--- src/rtl/md5_block_engine.sv ---
`default_nettype none
// ============================================================================
// Module   : md5_block_engine
// Purpose  : Iterative MD5 compression of one 512-bit block. A request
//            (state_in + message) is taken through a valid/ready handshake,
//            64 rounds run at ROUNDS_PER_CYCLE rounds per clock, and the
//            updated chaining state is returned through a second handshake.
// Ports    : clk, rst (async, active-high)
//            start_valid / start_ready / state_in[127:0] / message[511:0]
//            result_valid / result_ready / state_out[127:0]
//            busy (high while rounds are running)
// Params   : ROUNDS_PER_CYCLE in {1,2,4,8,16}
// Macro    : MD5_CHAIN_ADD_EN -- when defined, state_out includes the MD5
//            feed-forward add of the input chaining state; otherwise
//            state_out is the raw working state after round 63.
// Revision : 1.0 - initial release
// ============================================================================
module md5_block_engine #(
    parameter int ROUNDS_PER_CYCLE = 1
) (
    input  logic         clk,
    input  logic         rst,
    input  logic         start_valid,
    output logic         start_ready,
    input  logic [127:0] state_in,
    input  logic [511:0] message,
    output logic         result_valid,
    input  logic         result_ready,
    output logic [127:0] state_out,
    output logic         busy
);

    generate
        if (!(ROUNDS_PER_CYCLE == 1 || ROUNDS_PER_CYCLE == 2 || ROUNDS_PER_CYCLE == 4 ||
              ROUNDS_PER_CYCLE == 8 || ROUNDS_PER_CYCLE == 16)) begin : g_bad_rpc
            $error("md5_block_engine: ROUNDS_PER_CYCLE must be 1, 2, 4, 8 or 16");
        end
    endgenerate

    typedef enum logic [1:0] {
        S_IDLE = 2'd0,
        S_RUN  = 2'd1,
        S_DONE = 2'd2
    } state_t;

    localparam logic [5:0] c_step = 6'(ROUNDS_PER_CYCLE);
    // Round counter value at the start of the final RUN cycle.
    localparam logic [5:0] c_last = 6'(64 - ROUNDS_PER_CYCLE);

    localparam logic [31:0] c_k [64] = '{
        32'hd76aa478, 32'he8c7b756, 32'h242070db, 32'hc1bdceee,
        32'hf57c0faf, 32'h4787c62a, 32'ha8304613, 32'hfd469501,
        32'h698098d8, 32'h8b44f7af, 32'hffff5bb1, 32'h895cd7be,
        32'h6b901122, 32'hfd987193, 32'ha679438e, 32'h49b40821,
        32'hf61e2562, 32'hc040b340, 32'h265e5a51, 32'he9b6c7aa,
        32'hd62f105d, 32'h02441453, 32'hd8a1e681, 32'he7d3fbc8,
        32'h21e1cde6, 32'hc33707d6, 32'hf4d50d87, 32'h455a14ed,
        32'ha9e3e905, 32'hfcefa3f8, 32'h676f02d9, 32'h8d2a4c8a,
        32'hfffa3942, 32'h8771f681, 32'h6d9d6122, 32'hfde5380c,
        32'ha4beea44, 32'h4bdecfa9, 32'hf6bb4b60, 32'hbebfbc70,
        32'h289b7ec6, 32'heaa127fa, 32'hd4ef3085, 32'h04881d05,
        32'hd9d4d039, 32'he6db99e5, 32'h1fa27cf8, 32'hc4ac5665,
        32'hf4292244, 32'h432aff97, 32'hab9423a7, 32'hfc93a039,
        32'h655b59c3, 32'h8f0ccc92, 32'hffeff47d, 32'h85845dd1,
        32'h6fa87e4f, 32'hfe2ce6e0, 32'ha3014314, 32'h4e0811a1,
        32'hf7537e82, 32'hbd3af235, 32'h2ad7d2bb, 32'heb86d391
    };

    // Shift amounts, indexed by {group, round % 4}.
    localparam logic [4:0] c_s [16] = '{
        5'd7, 5'd12, 5'd17, 5'd22,
        5'd5, 5'd9,  5'd14, 5'd20,
        5'd4, 5'd11, 5'd16, 5'd23,
        5'd6, 5'd10, 5'd15, 5'd21
    };

    // One MD5 round on {d,c,b,a}; returns {d',c',b',a'} = {c, b, b_new, d}.
    function automatic logic [127:0] md5_round(input logic [127:0] st,
                                               input logic [5:0]   i,
                                               input logic [511:0] m);
        logic [31:0] a, b, c, d, f, sum, rot;
        logic [3:0]  ii, g;
        logic [4:0]  s;
        a  = st[31:0];
        b  = st[63:32];
        c  = st[95:64];
        d  = st[127:96];
        ii = i[3:0];
        // Message index only depends on i mod 16, so 4-bit arithmetic wraps correctly.
        case (i[5:4])
            2'd0:    begin f = (b & c) | (~b & d); g = ii;                 end
            2'd1:    begin f = (b & d) | (c & ~d); g = ii * 4'd5 + 4'd1;   end
            2'd2:    begin f = b ^ c ^ d;          g = ii * 4'd3 + 4'd5;   end
            default: begin f = c ^ (b | ~d);       g = ii * 4'd7;          end
        endcase
        s   = c_s[{i[5:4], i[1:0]}];
        sum = a + f + c_k[i] + m[{g, 5'b0} +: 32];
        // s is always in 4..23, so neither shift degenerates.
        rot = (sum << s) | (sum >> (6'd32 - {1'b0, s}));
        return {c, b, b + rot, d};
    endfunction

    state_t         r_state;
    state_t         w_state_next;
    logic [5:0]     r_round;
    logic [127:0]   r_work;
    logic [511:0]   r_msg;
    logic [127:0]   r_out;
    logic [127:0]   w_chain;
    logic [127:0]   w_result;
    logic           w_accept;

    assign w_accept = start_valid && (r_state == S_IDLE);

    // Rounds of one cycle chained in index order.
    always_comb begin
        w_chain = r_work;
        for (int j = 0; j < ROUNDS_PER_CYCLE; j++) begin
            w_chain = md5_round(w_chain, r_round + 6'(j), r_msg);
        end
    end

`ifdef MD5_CHAIN_ADD_EN
    logic [127:0] r_saved;
    assign w_result = {w_chain[127:96] + r_saved[127:96],
                       w_chain[95:64]  + r_saved[95:64],
                       w_chain[63:32]  + r_saved[63:32],
                       w_chain[31:0]   + r_saved[31:0]};

    always_ff @(posedge clk or posedge rst) begin
        if (rst) begin
            r_saved <= '0;
        end else if (w_accept) begin
            r_saved <= state_in;
        end
    end
`else
    assign w_result = w_chain;
`endif

    always_ff @(posedge clk or posedge rst) begin
        if (rst) begin
            r_state <= S_IDLE;
        end else begin
            r_state <= w_state_next;
        end
    end

    always_comb begin
        w_state_next = r_state;
        case (r_state)
            S_IDLE:  if (start_valid)         w_state_next = S_RUN;
            S_RUN:   if (r_round == c_last)   w_state_next = S_DONE;
            S_DONE:  if (result_ready)        w_state_next = S_IDLE;
            default:                          w_state_next = S_IDLE;
        endcase
    end

    always_ff @(posedge clk or posedge rst) begin
        if (rst) begin
            r_round <= '0;
            r_work  <= '0;
            r_msg   <= '0;
            r_out   <= '0;
        end else begin
            case (r_state)
                S_IDLE: begin
                    if (w_accept) begin
                        r_work  <= state_in;
                        r_msg   <= message;
                        r_round <= '0;
                    end
                end
                S_RUN: begin
                    r_work  <= w_chain;
                    r_round <= r_round + c_step;
                    if (r_round == c_last) begin
                        r_out <= w_result;
                    end
                end
                S_DONE: begin
                    r_round <= '0;
                end
                default: begin
                    r_round <= '0;
                end
            endcase
        end
    end

    // Ready is forced low while reset is held, even though the FSM sits in IDLE.
    assign start_ready  = (r_state == S_IDLE) && !rst;
    assign result_valid = (r_state == S_DONE);
    assign busy         = (r_state == S_RUN);
    assign state_out    = r_out;

endmodule
`default_nettype wire

--- config.mk ---
export PLATFORM = sky130hd
export DESIGN_NAME = md5_block_engine
export DESIGN_NICKNAME = d
export VERILOG_FILES = /design/src/rtl/md5_block_engine.sv
export SDC_FILE = /design/constraint.sdc
export NUM_CORES = 2
export LEC_CHECK = 0
export ABC_CLOCK_PERIOD_IN_PS = 27300
export BUFFER_PORTS_ARGS = -buffer_cell sky130_fd_sc_hd__buf_2
export CAP_MARGIN = 20
export CORE_MARGIN = 1.5
export CORE_UTILIZATION = 52
export DETAILED_ROUTE_END_ITERATION = 8
export PLACE_DENSITY_LB_ADDON = 0.2
export SYNTH_ARGS = -nofsm -noshare
export SYNTH_HDL_FRONTEND = slang
export SYNTH_SLANG_ARGS = --single-unit
export TNS_END_PERCENT = 20
--- constraint.sdc ---
create_clock -name clk -period 27.3 [get_ports clk]
set_input_delay 6.825 -clock clk [delete_from_list [all_inputs] [get_ports clk]]
set_output_delay 6.825 -clock clk [all_outputs]
set_load 0.01 [all_outputs]
## Word level (Yosys, flattened, before mapping)

Memory sizes are Yosys's and may differ from the RTL's.
Index checks and enable logic that the tools add are counted.

- Register bits: 776
- ROM bits: 2,128
- Input bits: 644
- Output and inout port bits: 131
- Word-level logic and storage cells: 71
- Memories kept: 2

- Add/subtract/negate cells: 8
- $mul: 3
- $lt $le $gt $ge: 2
- Eq/ne operators: 9
- Shift operators: 3
- Muxes and demuxes: 14
- Bitwise logic cells: 15
- Reduce and logical (&&, ||, !) cells: 10

Memories:

| memory | depth | bits a word | read ports | clocked after Yosys merged registers in | write ports | RTL line | source |
|---|---|---|---|---|---|---|---|
| (name not given) | 64 | 32 | 1 | 0 | 0 | 97 | `sum = a + f + c_k[i] + m[{g, 5'b0} +: 32];` |
| (name not given) | 16 | 5 | 1 | 0 | 0 | 96 | `s = c_s[{i[5:4], i[1:0]}];` |

Operators with widths:

| cell | number |
|---|---|
| variable part select 512 x 10 -> 32 bit | 1 |
| case mux 128 bit (2 select lines) | 1 |
| adder 32 bit | 4 |
| bitwise AND 32 bit | 4 |
| two-way mux 128 bit | 1 |
| bitwise OR 32 bit | 4 |
| case mux 32 bit (3 select lines) | 1 |
| XOR 32 bit | 3 |
| two-way mux 32 bit | 2 |
| inverter 32 bit | 2 |
| left shift 32 x 5 -> 32 bit | 1 |
| right shift 32 x 6 -> 32 bit | 1 |
| case mux 4 bit (3 select lines) | 1 |
| case mux 6 bit (2 select lines) | 1 |
| two-way mux 5 bit | 2 |
| multiplier 4 x 3 -> 4 bit, second input constant | 2 |
| >= comparator 7 bit, second input constant | 1 |
| inverter 6 -> 7 bit | 1 |
| adder 6 x 1 -> 6 bit, second input constant | 1 |
| equality test 6 bit, second input constant | 1 |
| two-way mux 2 bit | 3 |
| two-way mux 6 bit | 1 |
| case mux 2 bit (3 select lines) | 1 |
| AND reduction 2 bit | 3 |
| 15 further kinds | 21 |

## Logic depth before layout (Yosys ltp)

- Word-level depth: 11
- Mapped depth: 45
- Mapped depth without buffers: 41

## Worst setup path after synthesis

No wires, ideal clock.

- Kind: input -> output
- Start point: input rst
- End point: output start_ready
- Data arrival time: 7,084 ps
- Required time: 20,475 ps
- Setup slack: 13,391 ps
- Stages on the path: 1
- Buffers on the path: 0
- Cells stage by stage: nor3_1

- Longest elaborated chain between the ends: 2

Ends and longest elaborated chain:

| item | RTL line | source |
|---|---|---|
| start: declaration | 22 | `input logic rst,` |
| zero test 1 bit | 192 | `assign start_ready = (r_state == S_IDLE) && !rst;` |
| logical AND 1 bit | 192 |  |
| end: declaration | 24 | `output logic start_ready,` |

No other way between the ends.

## Worst setup path in the final report

Ends and elaborated chain as after synthesis.

==> results.ini <==
[setup_path]
arrival_ps=7210
slowest_stage=buf_2
crit_required_ps=20480
cp-start-kind=input port
startpoint=rst
cpPeakStageDelay_ps=150
cp_common_cell=buf_2
end_kind=output pin
critPathMaxFanout=2
r2r-start=r_round[0]$_DFFE_PP0P_
cp_top_family=buffers and inverters
path_cells=buf_2, nor3_1, buf_2
worst-setup-path-type=input port to output pin
path_buf_inv=2

[global_routing]
grt-ovfl-total=0
grt_pass1_vias=39676
grt.total_usage=0.3772
grt_pass1_wl_mm=261.3
antenna_found_initial=87
grt_max_degree=171

[timing]
period_share=0.5141
setup_tns_ps=0
worst_pin_slew_ps=1207
rsz0062_at_grt=false
hold_violations=0
relSlewSlack=0.1955
drv_slew=0
setup_viol=0
fmax_mhz=71.26
fin_skew_ps=30.41
min_period_ps=14030

[logic_synthesis]
syn_inst=4747
ys_warn_count=0
yosysMostFrequentCell=nand2_1
syn-mean-instance-area_sq_um=9.953
yosysSeqAreaShare=0.4110
ys_top_cells_by_area=dfrtp_1 (41%), mux2_2 (13%), nand2_1 (7.6%), mux4_2 (6.3%), o21ai_0 (3.0%)
ys.flop_type=dfrtp_1
synth_edf_count=0
ys_ff_latch=776
synth_area_leader_cell=dfrtp_1
synth_cell_type_count=95
syn-num-nets=5550
syn_area_sq_um=47250
async_reset_ff_frac=1.000
synth_top_area_frac=0.4110
synth_common_cells=nand2_1 (954), dfrtp_1 (776), mux2_2 (545)

[job]
drv_cap=0

[clocking]
clock-root-buffer=clkbuf_16
cts.htree.levels=3
post-cts-setup-buffers=0
cts_tree=done
clk_latency_ps=690
clk_pin_slew_ps=60
cts_sinks=776
clockBufferDepth=3
cts_made_buffers=83
cts_resized=0
cts_hold_buf=0

[final_layout]
fin_nets=6162
synthToLayoutAreaGrowth_pct=16.36
layout-drive-gt1-share=0.3224
n_fill_cell=7703
fin_area_sq_um=54970

[hold_path]
worstHoldPathType=flop to flop
hold_start=state_out[108]$_DFFE_PP0P_

[floorplan]
initial_core_util=0.5249
core_area_sq_um=90010
die_w_um=304.4
ioPinCount=775
die-area_sq_um=92670
die_h_um=304.4
row_count=110

[placed_design]
place_area_sq_um=52110
io_buffers=774
place_congestion=0.9949
dp_hpwl_mm=134.1

[drt]
via_per_inst=6.167
finalWirelength_mm=177.4
drtAntennaViolNets=0
vias=40987
drc=0
avgRoutedWirePerCell_um=26.70
dr.pass1.iters=6
drt_iter0_drc=4468

[outcome]
status=finished, final reports clean

routing by layer:
metal	vias up	global-route usage	wire [um]
met5	-	0	314
met1	20307	0.4893	69900
met2	1994	0.5821	81230
li1	18206	-	-
met3	426	0.08803	15390
met4	54	0.2145	10600
worst register-to-register path, delay by kind of cell (launching register included):
| kind | cells | cell delay [ps] |
|---|---|---|
| AO/OA/AOI/OAI | 18 | 5550 |
| buffers and inverters | 5 | 2140 |
| AND/OR/NAND/NOR | 8 | 1820 |
| adder cells (fa/ha/maj) | 4 | 1690 |
| multiplexers | 3 | 840 |
| flip-flops | 1 | 370 |
| XOR/XNOR | 1 | 180 |
path summary, 6_finish.rpt:
path / endpoint / slack (ps) / cells past startpoint
worst max-delay path: start_ready / 13270 / 3
worst max register to register: r_work[63]$_DFFE_PP0P_ / 14540 / 39
worst min register to register: state_out[108]$_DFFE_PP0P_ / 470 / 2
min in group asynchronous: state_out[96]$_DFFE_PP0P_ / 6180 / 2
max in group asynchronous: r_msg[277]$_DFFE_PP0P_ / 17590 / 6
worst min-delay path: state_out[108]$_DFFE_PP0P_ / 470 / 2
cells by family after synthesis:
family | share of synthesized area
flops | 0.4110
simple gates | 0.1295
compound gates | 0.1396
mux | 0.2082
fa+ha+maj | 0.05244
xor+xnor | 0.01931
buf+inv | 0.03994
final cells by class:
| type | instances | area, sq um | area share |
|---|---|---|---|
| Multi-Input combinational cell | 3482 | 26060 | 0.4741 |
| Sequential cell | 776 | 19430 | 0.3535 |
| Timing Repair Buffer | 854 | 4557 | 0.08289 |
| Clock buffer | 115 | 2357 | 0.04288 |
| Tap cell | 1176 | 1471 | 0.02677 |
| Inverter | 162 | 614.3 | 0.01118 |
| Clock inverter | 24 | 336.6 | 0.006122 |
| Antenna cell | 57 | 142.6 | 0.002595 |
cell usage in the layout (no fill, tap or decap), drive strengths merged, types with 115 or more instances in the layout:
cell type,instances
a21oi,213
o21ai,290
inv,164
dfrtp,776
nor2,187
clkbuf,115
mux4,133
buf,854
mux2,546
nand2,954
stage by stage:
| step | instances | util | hold WS [ps] | worst slack [ps] |
|---|---|---|---|---|
| 4_1_cts | 6588 | 0.6089 | 471.5 | 13260 |
| 3_3_place_gp | 6449 | 0.5789 | 452.7 | 13210 |
| 2_1_floorplan | 4747 | - | 465.5 | 9830 |
| 5_1_grt | 6629 | 0.6103 | 491.4 | 13240 |
| 3_5_place_dp | 6449 | 0.5789 | 457.4 | 13260 |
| 6_report | 6646 | 0.6107 | 468.6 | 13270 |
state kept, by name, indices dropped and copies added (netlist names):
register / flops
r_msg: 512
r_work: 128
state_out: 128
r_round: 6
r_state: 2
Power is not shown: default switching activity piles up to over one toggle a cycle in this logic, so the estimate is an artifact.
